`src/rtl/fifo_port_out_nch.sv`:
```
// Multi-channel first-word-fall-through output FIFO port between the agent cluster and the accelerator.
// Each channel has its own buffer, occupancy/almost-full/full/empty status and sticky overflow/underflow flags.
module fifo_port_out_nch #(
  parameter int NUM_CH    = 4,
  parameter int DATA_W    = 32,
  parameter int TAG_W     = 16,
  parameter int DEPTH     = 16,
  parameter int CNT_W     = $clog2(DEPTH) + 1,
  parameter int AFULL_THR = 12
) (
  input  logic                     clk,
  input  logic                     reset,
  input  logic [NUM_CH-1:0]        fp_outfifo_write,
  input  logic [NUM_CH*DATA_W-1:0] fp_outfifo_data,
  input  logic [NUM_CH*TAG_W-1:0]  fp_outfifo_pkt_tag,
  output logic [NUM_CH-1:0]        fp_outfifo_full,
  output logic [NUM_CH-1:0]        fp_outfifo_afull,
  output logic [NUM_CH*CNT_W-1:0]  fp_outfifo_full_count,
  input  logic [NUM_CH-1:0]        acc_rd,
  output logic [NUM_CH*DATA_W-1:0] fpo_data,
  output logic [NUM_CH*TAG_W-1:0]  fpo_ptag,
  output logic [NUM_CH-1:0]        fpo_empty,
  input  logic [NUM_CH-1:0]        err_clr,
  output logic [NUM_CH-1:0]        ovf_err,
  output logic [NUM_CH-1:0]        udf_err
);

  localparam int PTR_W = $clog2(DEPTH);

  logic [DATA_W-1:0] data_mem_r [NUM_CH][DEPTH];
  logic [TAG_W-1:0]  tag_mem_r  [NUM_CH][DEPTH];
  logic [PTR_W-1:0]  wr_ptr_r   [NUM_CH];
  logic [PTR_W-1:0]  rd_ptr_r   [NUM_CH];
  logic [CNT_W-1:0]  count_r    [NUM_CH];
  logic [NUM_CH-1:0] ovf_r;
  logic [NUM_CH-1:0] udf_r;
  logic [NUM_CH-1:0] full_s;
  logic [NUM_CH-1:0] empty_s;
  logic [NUM_CH-1:0] push_acc_s;
  logic [NUM_CH-1:0] pop_acc_s;

  // Status decode from the registered count, acceptance, and head-of-FIFO presentation
  always_comb begin
    full_s                = '0;
    empty_s               = '0;
    push_acc_s            = '0;
    pop_acc_s             = '0;
    fp_outfifo_afull      = '0;
    fp_outfifo_full_count = '0;
    fpo_data              = '0;
    fpo_ptag              = '0;
    for (int c = 0; c < NUM_CH; c++) begin
      full_s[c]           = (count_r[c] == CNT_W'(DEPTH));
      empty_s[c]          = (count_r[c] == {CNT_W{1'b0}});
      fp_outfifo_afull[c] = (count_r[c] >= CNT_W'(AFULL_THR));
      push_acc_s[c]       = fp_outfifo_write[c] & ~full_s[c];
      pop_acc_s[c]        = acc_rd[c] & ~empty_s[c];
      fp_outfifo_full_count[c*CNT_W +: CNT_W] = count_r[c];
      // Empty channels present zero rather than stale RAM contents
      if (empty_s[c]) begin
        fpo_data[c*DATA_W +: DATA_W] = {DATA_W{1'b0}};
        fpo_ptag[c*TAG_W +: TAG_W]   = {TAG_W{1'b0}};
      end else begin
        fpo_data[c*DATA_W +: DATA_W] = data_mem_r[c][rd_ptr_r[c]];
        fpo_ptag[c*TAG_W +: TAG_W]   = tag_mem_r[c][rd_ptr_r[c]];
      end
    end
  end

  // Storage write; the RAM is deliberately left out of reset
  always_ff @(posedge clk) begin
    for (int c = 0; c < NUM_CH; c++) begin
      if (push_acc_s[c]) begin
        data_mem_r[c][wr_ptr_r[c]] <= fp_outfifo_data[c*DATA_W +: DATA_W];
        tag_mem_r[c][wr_ptr_r[c]]  <= fp_outfifo_pkt_tag[c*TAG_W +: TAG_W];
      end
    end
  end

  // Pointers, occupancy and sticky error flags per channel
  always_ff @(posedge clk) begin
    if (reset) begin
      for (int c = 0; c < NUM_CH; c++) begin
        wr_ptr_r[c] <= {PTR_W{1'b0}};
        rd_ptr_r[c] <= {PTR_W{1'b0}};
        count_r[c]  <= {CNT_W{1'b0}};
      end
      ovf_r <= {NUM_CH{1'b0}};
      udf_r <= {NUM_CH{1'b0}};
    end else begin
      for (int c = 0; c < NUM_CH; c++) begin
        if (push_acc_s[c]) begin
          wr_ptr_r[c] <= wr_ptr_r[c] + PTR_W'(1);
        end
        if (pop_acc_s[c]) begin
          rd_ptr_r[c] <= rd_ptr_r[c] + PTR_W'(1);
        end
        count_r[c] <= count_r[c] + CNT_W'(push_acc_s[c]) - CNT_W'(pop_acc_s[c]);
        // A new error event in the same cycle as a clear keeps the flag set
        ovf_r[c] <= (ovf_r[c] & ~err_clr[c]) | (fp_outfifo_write[c] & full_s[c]);
        udf_r[c] <= (udf_r[c] & ~err_clr[c]) | (acc_rd[c] & empty_s[c]);
      end
    end
  end

  assign fp_outfifo_full = full_s;
  assign fpo_empty       = empty_s;
  assign ovf_err         = ovf_r;
  assign udf_err         = udf_r;

endmodule

```
`config.mk`:
```
export PLATFORM = sky130hd
export DESIGN_NAME = fifo_port_out_nch
export DESIGN_NICKNAME = d
export VERILOG_FILES = /design/src/rtl/fifo_port_out_nch.sv
export SDC_FILE = /design/constraint.sdc
export NUM_CORES = 2
export LEC_CHECK = 0
export ABC_CLOCK_PERIOD_IN_PS = 7150
export BUFFER_PORTS_ARGS = -buffer_cell sky130_fd_sc_hd__buf_2
export CAP_MARGIN = 20
export CORE_MARGIN = 4
export CORE_UTILIZATION = 30
export DETAILED_ROUTE_END_ITERATION = 16
export GPL_TIMING_DRIVEN = 1
export PLACE_DENSITY = 0.46
export SETUP_SLACK_MARGIN = 0.02
export SLEW_MARGIN = 10
export SYNTH_ARGS = -nofsm -noshare
export SYNTH_HDL_FRONTEND = slang
export SYNTH_SLANG_ARGS = --single-unit
```
`constraint.sdc`:
```
create_clock -name clk -period 7.15 [get_ports clk]
set_clock_uncertainty 0.2 [all_clocks]
set_input_delay 1.43 -clock clk [delete_from_list [all_inputs] [get_ports clk]]
set_output_delay 1.43 -clock clk [all_outputs]
set_load 0.05 [all_outputs]
```
---- Yosys cells after proc, flatten, opt, wreduce, memory -nomap -nowiden ----
Memories as Yosys holds them, arrays and structs flattened.
Index checks and enable logic that the tools add are counted.
storage, ports and cells
  register bits ........................... 8
  memory bits (writable) .................. 3124
  input port bits ......................... 206
  output and inout port bits .............. 232
  logic and storage cells ................. 210
  memories ................................ 5
memory list
  memory      words  width  rd ports  clocked after memory_dff  wr ports  RTL line  source
  data_mem_r  4      512    4         0                         4         30        logic [DATA_W-1:0] data_mem_r [NUM_CH][DEPTH];
  tag_mem_r   4      256    4         0                         4         31        logic [TAG_W-1:0] tag_mem_r [NUM_CH][DEPTH];
  count_r     4      5      4         0                         4         34        logic [CNT_W-1:0] count_r [NUM_CH];
  rd_ptr_r    4      4      4         0                         4         33        logic [PTR_W-1:0] rd_ptr_r [NUM_CH];
  wr_ptr_r    4      4      4         0                         4         32        logic [PTR_W-1:0] wr_ptr_r [NUM_CH];
cells by class
  add/sub/neg operators ................... 16
  $lt $le $gt $ge ......................... 16
  equal/unequal tests ..................... 4
  multiplexer cells ....................... 95
  bitwise logic cells ..................... 64
  reduce and logical (&&, ||, !) cells .... 8
operator list
  kind                                                        number
  two-way mux 512 bit                                         4
  two-way mux 256 bit                                         4
  binary-select mux 32 bit (select 4 bit)                     4
  demux 32 bit (select 4 bit)                                 4
  two-way mux 32 bit                                          16
  binary-select mux 16 bit (select 4 bit)                     4
  demux 16 bit (select 4 bit)                                 4
  two-way mux 16 bit                                          16
  >= comparator 5 bit, second input constant                  8
  NOT 4 -> 5 bit                                              8
  adder 4 x 1 -> 4 bit, second input constant                 8
  two-way mux 4 bit                                           8
  two-way mux 1 bit                                           27
  AND 1 bit                                                   24
  adder 5 x 1 -> 5 bit                                        4
  == test 5 bit, second input constant                        4
  >= comparator 5 x 4 -> 1 bit, second input constant         4
  logical NOT 5 bit                                           4
  less-than comparator 5 x 1 -> 1 bit, second input constant  4
  two-way mux 5 bit                                           4
  bitwise OR 1 bit                                            20
  subtractor 5 x 1 -> 5 bit                                   4
  NOT 1 bit                                                   12
  logical AND 1 bit                                           4

---- Logic depth before layout (Yosys ltp) ----
  depth after elaboration ................. 7
  depth in mapped cells ................... 13
  gate-level depth less buffers ........... 13

---- Least setup slack after synthesis ----
Ideal clock, no wire load.
  kind .................................... reg-to-reg
  start point ............................. mem count_r[0][12] (netlist bit)
  end point ............................... mem data_mem_r[2][384] (netlist bit) (enable)
  setup time .............................. 0.513 ns
  data arrival time ....................... 5.181 ns
  required time ........................... 6.437 ns
  setup slack ............................. 1.256 ns
  cell stages (with the launch flop) ...... 8
  path buffers ............................ 0
  period minus slack after synthesis ...... 5.894 ns
  cells stage by stage .................... dfxtp_1 -> inv_1 -> ha_1 -> nor4bb_1 -> nand2b_1 -> inv_1 -> nand2_1 -> nor3_1
RTL lines
  what             RTL line
  start, declared  34
  end, declared    30

==> report_table.html <==
<table>
<tr><th>Metric</th><th>Value</th></tr>
<tr><th colspan="2">Pwr</th></tr>
<tr><td>LEAKAGE</td><td>about 44 nW</td></tr>
<tr><td>Clock Power Share</td><td>0.331</td></tr>
<tr><td>Largest voltage drop on the vdd net</td><td>approximately 0.00044 V</td></tr>
<tr><td>Switching share of power</td><td>0.324</td></tr>
<tr><td>Part of the total power dissipated in sequential elements</td><td>0.412</td></tr>
<tr><td>Power per cell area</td><td>370 nW/um2</td></tr>
<tr><td>Cell-internal power</td><td>roughly 35 mW</td></tr>
<tr><td>Share of power burned in combinational logic</td><td>0.257</td></tr>
<tr><td>Power dissipated by switching net loads</td><td>between 15 and 20 mW</td></tr>
<tr><th colspan="2">Synth</th></tr>
<tr><td>Portion of the post-synthesis area used by sequential elements</td><td>0.783</td></tr>
<tr><td>Fraction of registers with async set/reset</td><td>0</td></tr>
<tr><td>Top post-synthesis cells by area</td><td>edfxtp_1, mux4_2, a22oi_1</td></tr>
<tr><td>Area share of the leading cell type in the synthesized netlist</td><td>0.778</td></tr>
<tr><td>Leading cell types by count after synthesis</td><td>edfxtp_1, mux4_2, a22oi_1</td></tr>
<tr><td>Arithmetic-cell share of the synthesized area counting full adders, half adders and majority gates</td><td>0.00579</td></tr>
<tr><td>Cells after Synth</td><td>about 5.2k</td></tr>
<tr><td>Warnings from Yosys</td><td>0</td></tr>
<tr><td>Post-synthesis compound-gate area fraction</td><td>0.0273</td></tr>
<tr><td>Multiplexer share of the synthesized area</td><td>0.151</td></tr>
<tr><td>Post-synthesis cell type with the largest combined area</td><td>edfxtp_1</td></tr>
<tr><td>Synthesis-stage register bit count</td><td>~3.1k</td></tr>
<tr><td>Share of the synthesized netlist area taken by xor and xnor gates</td><td>0.00197</td></tr>
<tr><td>Post-Syn Area</td><td>around 120000 um2</td></tr>
<tr><td>Combinational family with the most area after synthesis</td><td>multiplexers</td></tr>
<tr><td>Count of different cell masters after synthesis</td><td>48</td></tr>
<tr><td>Net count after synthesis</td><td>roughly 5.5k</td></tr>
<tr><td>EDFF count, synth</td><td>around 3.1k</td></tr>
<tr><td>Post-Synthesis Mean Instance Area</td><td>between 20 and 25 um2</td></tr>
<tr><td>Predominant post-synthesis flop cell</td><td>edfxtp_1</td></tr>
<tr><td>Synth Area in Simple Gates</td><td>0.0170</td></tr>
<tr><td>Most frequent cell after synthesis</td><td>edfxtp_1</td></tr>
<tr><th colspan="2">STA</th></tr>
<tr><td>Slew margin rel.</td><td>0.209</td></tr>
<tr><td>Number of hold violations in the final report</td><td>0</td></tr>
<tr><td>Highest clock frequency the design can meet</td><td>between 0.15 and 0.2 GHz</td></tr>
<tr><td>Setup repair after global routing missed its margin</td><td>no</td></tr>
<tr><td>Part of the cycle the worst path needs</td><td>0.811</td></tr>
<tr><td>Slew Viols, Final</td><td>0</td></tr>
<tr><td>Worst slack on hold paths</td><td>slightly below 0.4 ns</td></tr>
<tr><td>Count of endpoints failing setup in the final report</td><td>0</td></tr>
<tr><td>Aggregate negative setup slack</td><td>0 ns</td></tr>
<tr><td>Post-layout minimum cycle time</td><td>5.80 ns</td></tr>
<tr><td>Worst Tran Pin Value</td><td>between 1 and 1.5 ns</td></tr>
<tr><th colspan="2">Setup path</th></tr>
<tr><td>Slack of the worst reg-to-reg path</td><td>about 3.1 ns</td></tr>
<tr><td>Worst Path Class, Setup</td><td>reg -&gt; out</td></tr>
<tr><td>Max stage delay cell, worst path</td><td>nand3_1</td></tr>
<tr><td>Delay of the slowest cell on the worst path</td><td>0.89 ns</td></tr>
<tr><td>Largest driver fanout on the critical path</td><td>14</td></tr>
<tr><td>Data required time at the worst endpoint</td><td>around 5.5 ns</td></tr>
<tr><td>Crit end category</td><td>output port</td></tr>
<tr><td>Cells along the critical path</td><td>inv_1, ha_1, or4b_1, nand3_1, o221ai_1, buf_2</td></tr>
<tr><td>CP Data Arrival Time</td><td>roughly 4.2 ns</td></tr>
<tr><td>Startpoint class of the critical path</td><td>flip-flop</td></tr>
<tr><th colspan="2">Clock network</th></tr>
<tr><td>TritonCTS clock tree</td><td>yes</td></tr>
<tr><td>Total clock buffers created by CTS</td><td>351</td></tr>
<tr><td># clock sinks</td><td>about 3.1k</td></tr>
<tr><td>Clock Pin Slew Worst Setup and Hold Paths</td><td>~0.06 ns</td></tr>
<tr><td>Root Driver</td><td>clkbuf_16</td></tr>
<tr><td>Insertion delay to the later sink of the worst-skew pair</td><td>0.91 ns</td></tr>
<tr><td>Post-cts resize count</td><td>0</td></tr>
<tr><td>Max H-tree Level</td><td>5</td></tr>
<tr><td>CTS Hold Bufs</td><td>0</td></tr>
<tr><td>Buffers from clock root to sink, at most</td><td>4</td></tr>
<tr><td>Setup Fix Bufs, Post-CTS</td><td>0</td></tr>
<tr><th colspan="2">Floorplanning</th></tr>
<tr><td>Number of rows in the core area</td><td>231</td></tr>
<tr><td>Starting Density</td><td>0.302</td></tr>
<tr><td>Total core area</td><td>397000 um2</td></tr>
<tr><td>Die Y</td><td>approximately 640 um</td></tr>
<tr><td>IO Count</td><td>~440</td></tr>
<tr><td>Die outline area</td><td>about 400000 um2</td></tr>
<tr><td>Die width</td><td>between 600 and 700 um</td></tr>
<tr><th colspan="2">Drt</th></tr>
<tr><td>Overall via count from detail_route</td><td>~57k</td></tr>
<tr><td>DRC violation total after the first TritonRoute iteration</td><td>between 4k and 5k</td></tr>
<tr><td>DR WL/cell</td><td>between 20 and 30 um</td></tr>
<tr><td>Iteration count of the initial detailed-routing pass</td><td>7</td></tr>
<tr><td>Post-detailed-routing wire length</td><td>321000 um</td></tr>
<tr><td>Antenna-violating nets left</td><td>0</td></tr>
<tr><td>Number of vias per cell after detailed routing</td><td>a little under 5</td></tr>
<tr><td>Count of unresolved DRC violations after routing</td><td>0</td></tr>
<tr><th colspan="2">Run status</th></tr>
<tr><td>Result of the run</td><td>finished clean</td></tr>
<tr><th colspan="2">Cells and area</th></tr>
<tr><td>Final Net Count</td><td>about 6.2k</td></tr>
<tr><td>Layout cells sized above 1</td><td>0.316</td></tr>
<tr><td>Post-route cell area</td><td>between 100000 and 150000 um2</td></tr>
<tr><td>P&amp;R area growth vs syn</td><td>17.0%</td></tr>
<tr><th colspan="2">Place</th></tr>
<tr><td>Global placer's final weighted congestion</td><td>around 0.74</td></tr>
<tr><td>Placement Cell Area</td><td>~130000 um2</td></tr>
<tr><td>Placed wire-length estimate</td><td>roughly 180000 um</td></tr>
<tr><td>Port Buf Inserts</td><td>around 440</td></tr>
<tr><th colspan="2">Global routing</th></tr>
<tr><td>Pin count of the biggest net entering global routing</td><td>103</td></tr>
<tr><td>Overall Global Routing Usage</td><td>0.154</td></tr>
<tr><td>Gr ovfl total</td><td>0</td></tr>
<tr><td>Fraction of met1 tracks used by global routing</td><td>0.197</td></tr>
<tr><td>Global-route track usage on met3</td><td>0.0293</td></tr>
<tr><td>Via count of the first global-routing pass</td><td>between 50k and 60k</td></tr>
<tr><td>Most congested layer reported by global routing</td><td>met2</td></tr>
<tr><td>Met2 capacity usage during global routing</td><td>0.266</td></tr>
<tr><td>First-pass GRT wire length</td><td>about 460000 um</td></tr>
<tr><td>Antenna violations before repair</td><td>slightly above 100</td></tr>
<tr><th colspan="2">Flow run</th></tr>
<tr><td>Number of maximum-capacitance constraint violations</td><td>0</td></tr>
<tr><th colspan="2">Worst hold path</th></tr>
<tr><td>Kind of path behind the tightest hold check</td><td>reg -&gt; reg</td></tr>
</table>
-- power groups by stage --
stage	Sequential [mW]	Combinational [mW]	Clock (mW)
after global placement	21.7	13.7	0
final	21.3	13.3	17.2
after global routing	21.4	14.1	18.4
after detailed placement	21.7	13.7	0
after floorplan	21.8	8.93	0
after CTS	21.3	13.7	17.7
-- per-layer routing --
metal | share of wire | vias to the layer above | wire (um)
met5 | 0.00086 | - | 276
met4 | 0.026 | 40 | 8370
met3 | 0.056 | 519 | 17900
met2 | 0.51 | 1494 | 163000
met1 | 0.41 | 30926 | 131000
li1 | - | 23653 | -
-- cells by family after synthesis --
| kind of cell | Yosys count |
|---|---|
| flip-flops | 3132 |
| AND/OR/NAND/NOR | 401 |
| AO/OA/AOI/OAI | 416 |
| adder cells (fa/ha/maj) | 53 |
| buffers and inverters | 356 |
| XOR/XNOR | 27 |
| multiplexers | 852 |
-- through the flow --
stage          utilization  total power [mW]  std cells  setup WS [ns]
2_1_floorplan            -              30.7       5237           1.26
3_3_place_gp         0.325              35.4      10794           2.21
3_5_place_dp         0.325              35.4      10796           2.20
4_1_cts              0.353              52.7      11435           1.18
5_1_grt              0.353              54.0      11445           1.17
6_report             0.353              51.8      11461           1.35
-- critical path, delay by kind of cell (launching register included) --
kind | cells | cell delay, ns
buf+inv | 2 | 0.47
simple gates | 2 | 1.33
compound gates | 1 | 0.84
fa+ha+maj | 1 | 0.20
flops | 1 | 0.39
-- sequential cells by signal, indices dropped and copies added (netlist names) --
register / count
count_r: 20
udf_err: 4
data_mem_r: 2048
tag_mem_r: 1024
ovf_err: 4
rd_ptr_r: 16
wr_ptr_r: 16
-- path summary, 6_finish.rpt --
path,depth (start not counted),startpoint,end
worst min-delay path,3,ovf_err[0]$_SDFF_PP0_,ovf_err[0]$_SDFF_PP0_
worst max-delay path,6,count_r[0][7]$_SDFF_PP0_,fpo_data[37]
worst min register to register,3,ovf_err[0]$_SDFF_PP0_,ovf_err[0]$_SDFF_PP0_
worst max register to register,8,count_r[0][12]$_SDFF_PP0_,data_mem_r[2][144]$_DFFE_PP_
-- placed cells by master, fill, tap and decap left out, types with 14 or more instances in the layout --
cell,instances
clkbuf_1,84
a22oi_2,30
ha_1,49
edfxtp_1,3104
nor2b_1,93
inv_1,68
clkbuf_16,356
a211oi_1,154
o221ai_1,14
bufinv_16,20
buf_4,144
nor2_1,36
a22oi_1,165
mux4_2,765
nor2_4,49
clkinv_1,85
diode_2,23
xnor2_1,18
clkinv_2,55
a21oi_1,17
nor3_2,19
buf_2,437
buf_12,20
nand2_1,117
nor3_1,21
dfxtp_1,28
nand2b_1,23
mux2i_1,86
-- layout make-up --
class | instances | area (um2)
clock inverters | 198 | 1680
diodes | 23 | 57.6
well taps | 5242 | 6560
multi-input cells | 1749 | 24800
fillers | 36684 | 257000
flip-flops and latches | 3132 | 93800
repair buffers | 605 | 3750
inverters | 71 | 269
clock buffers | 441 | 9240
Note: power is estimated with default switching activity, not from simulation.
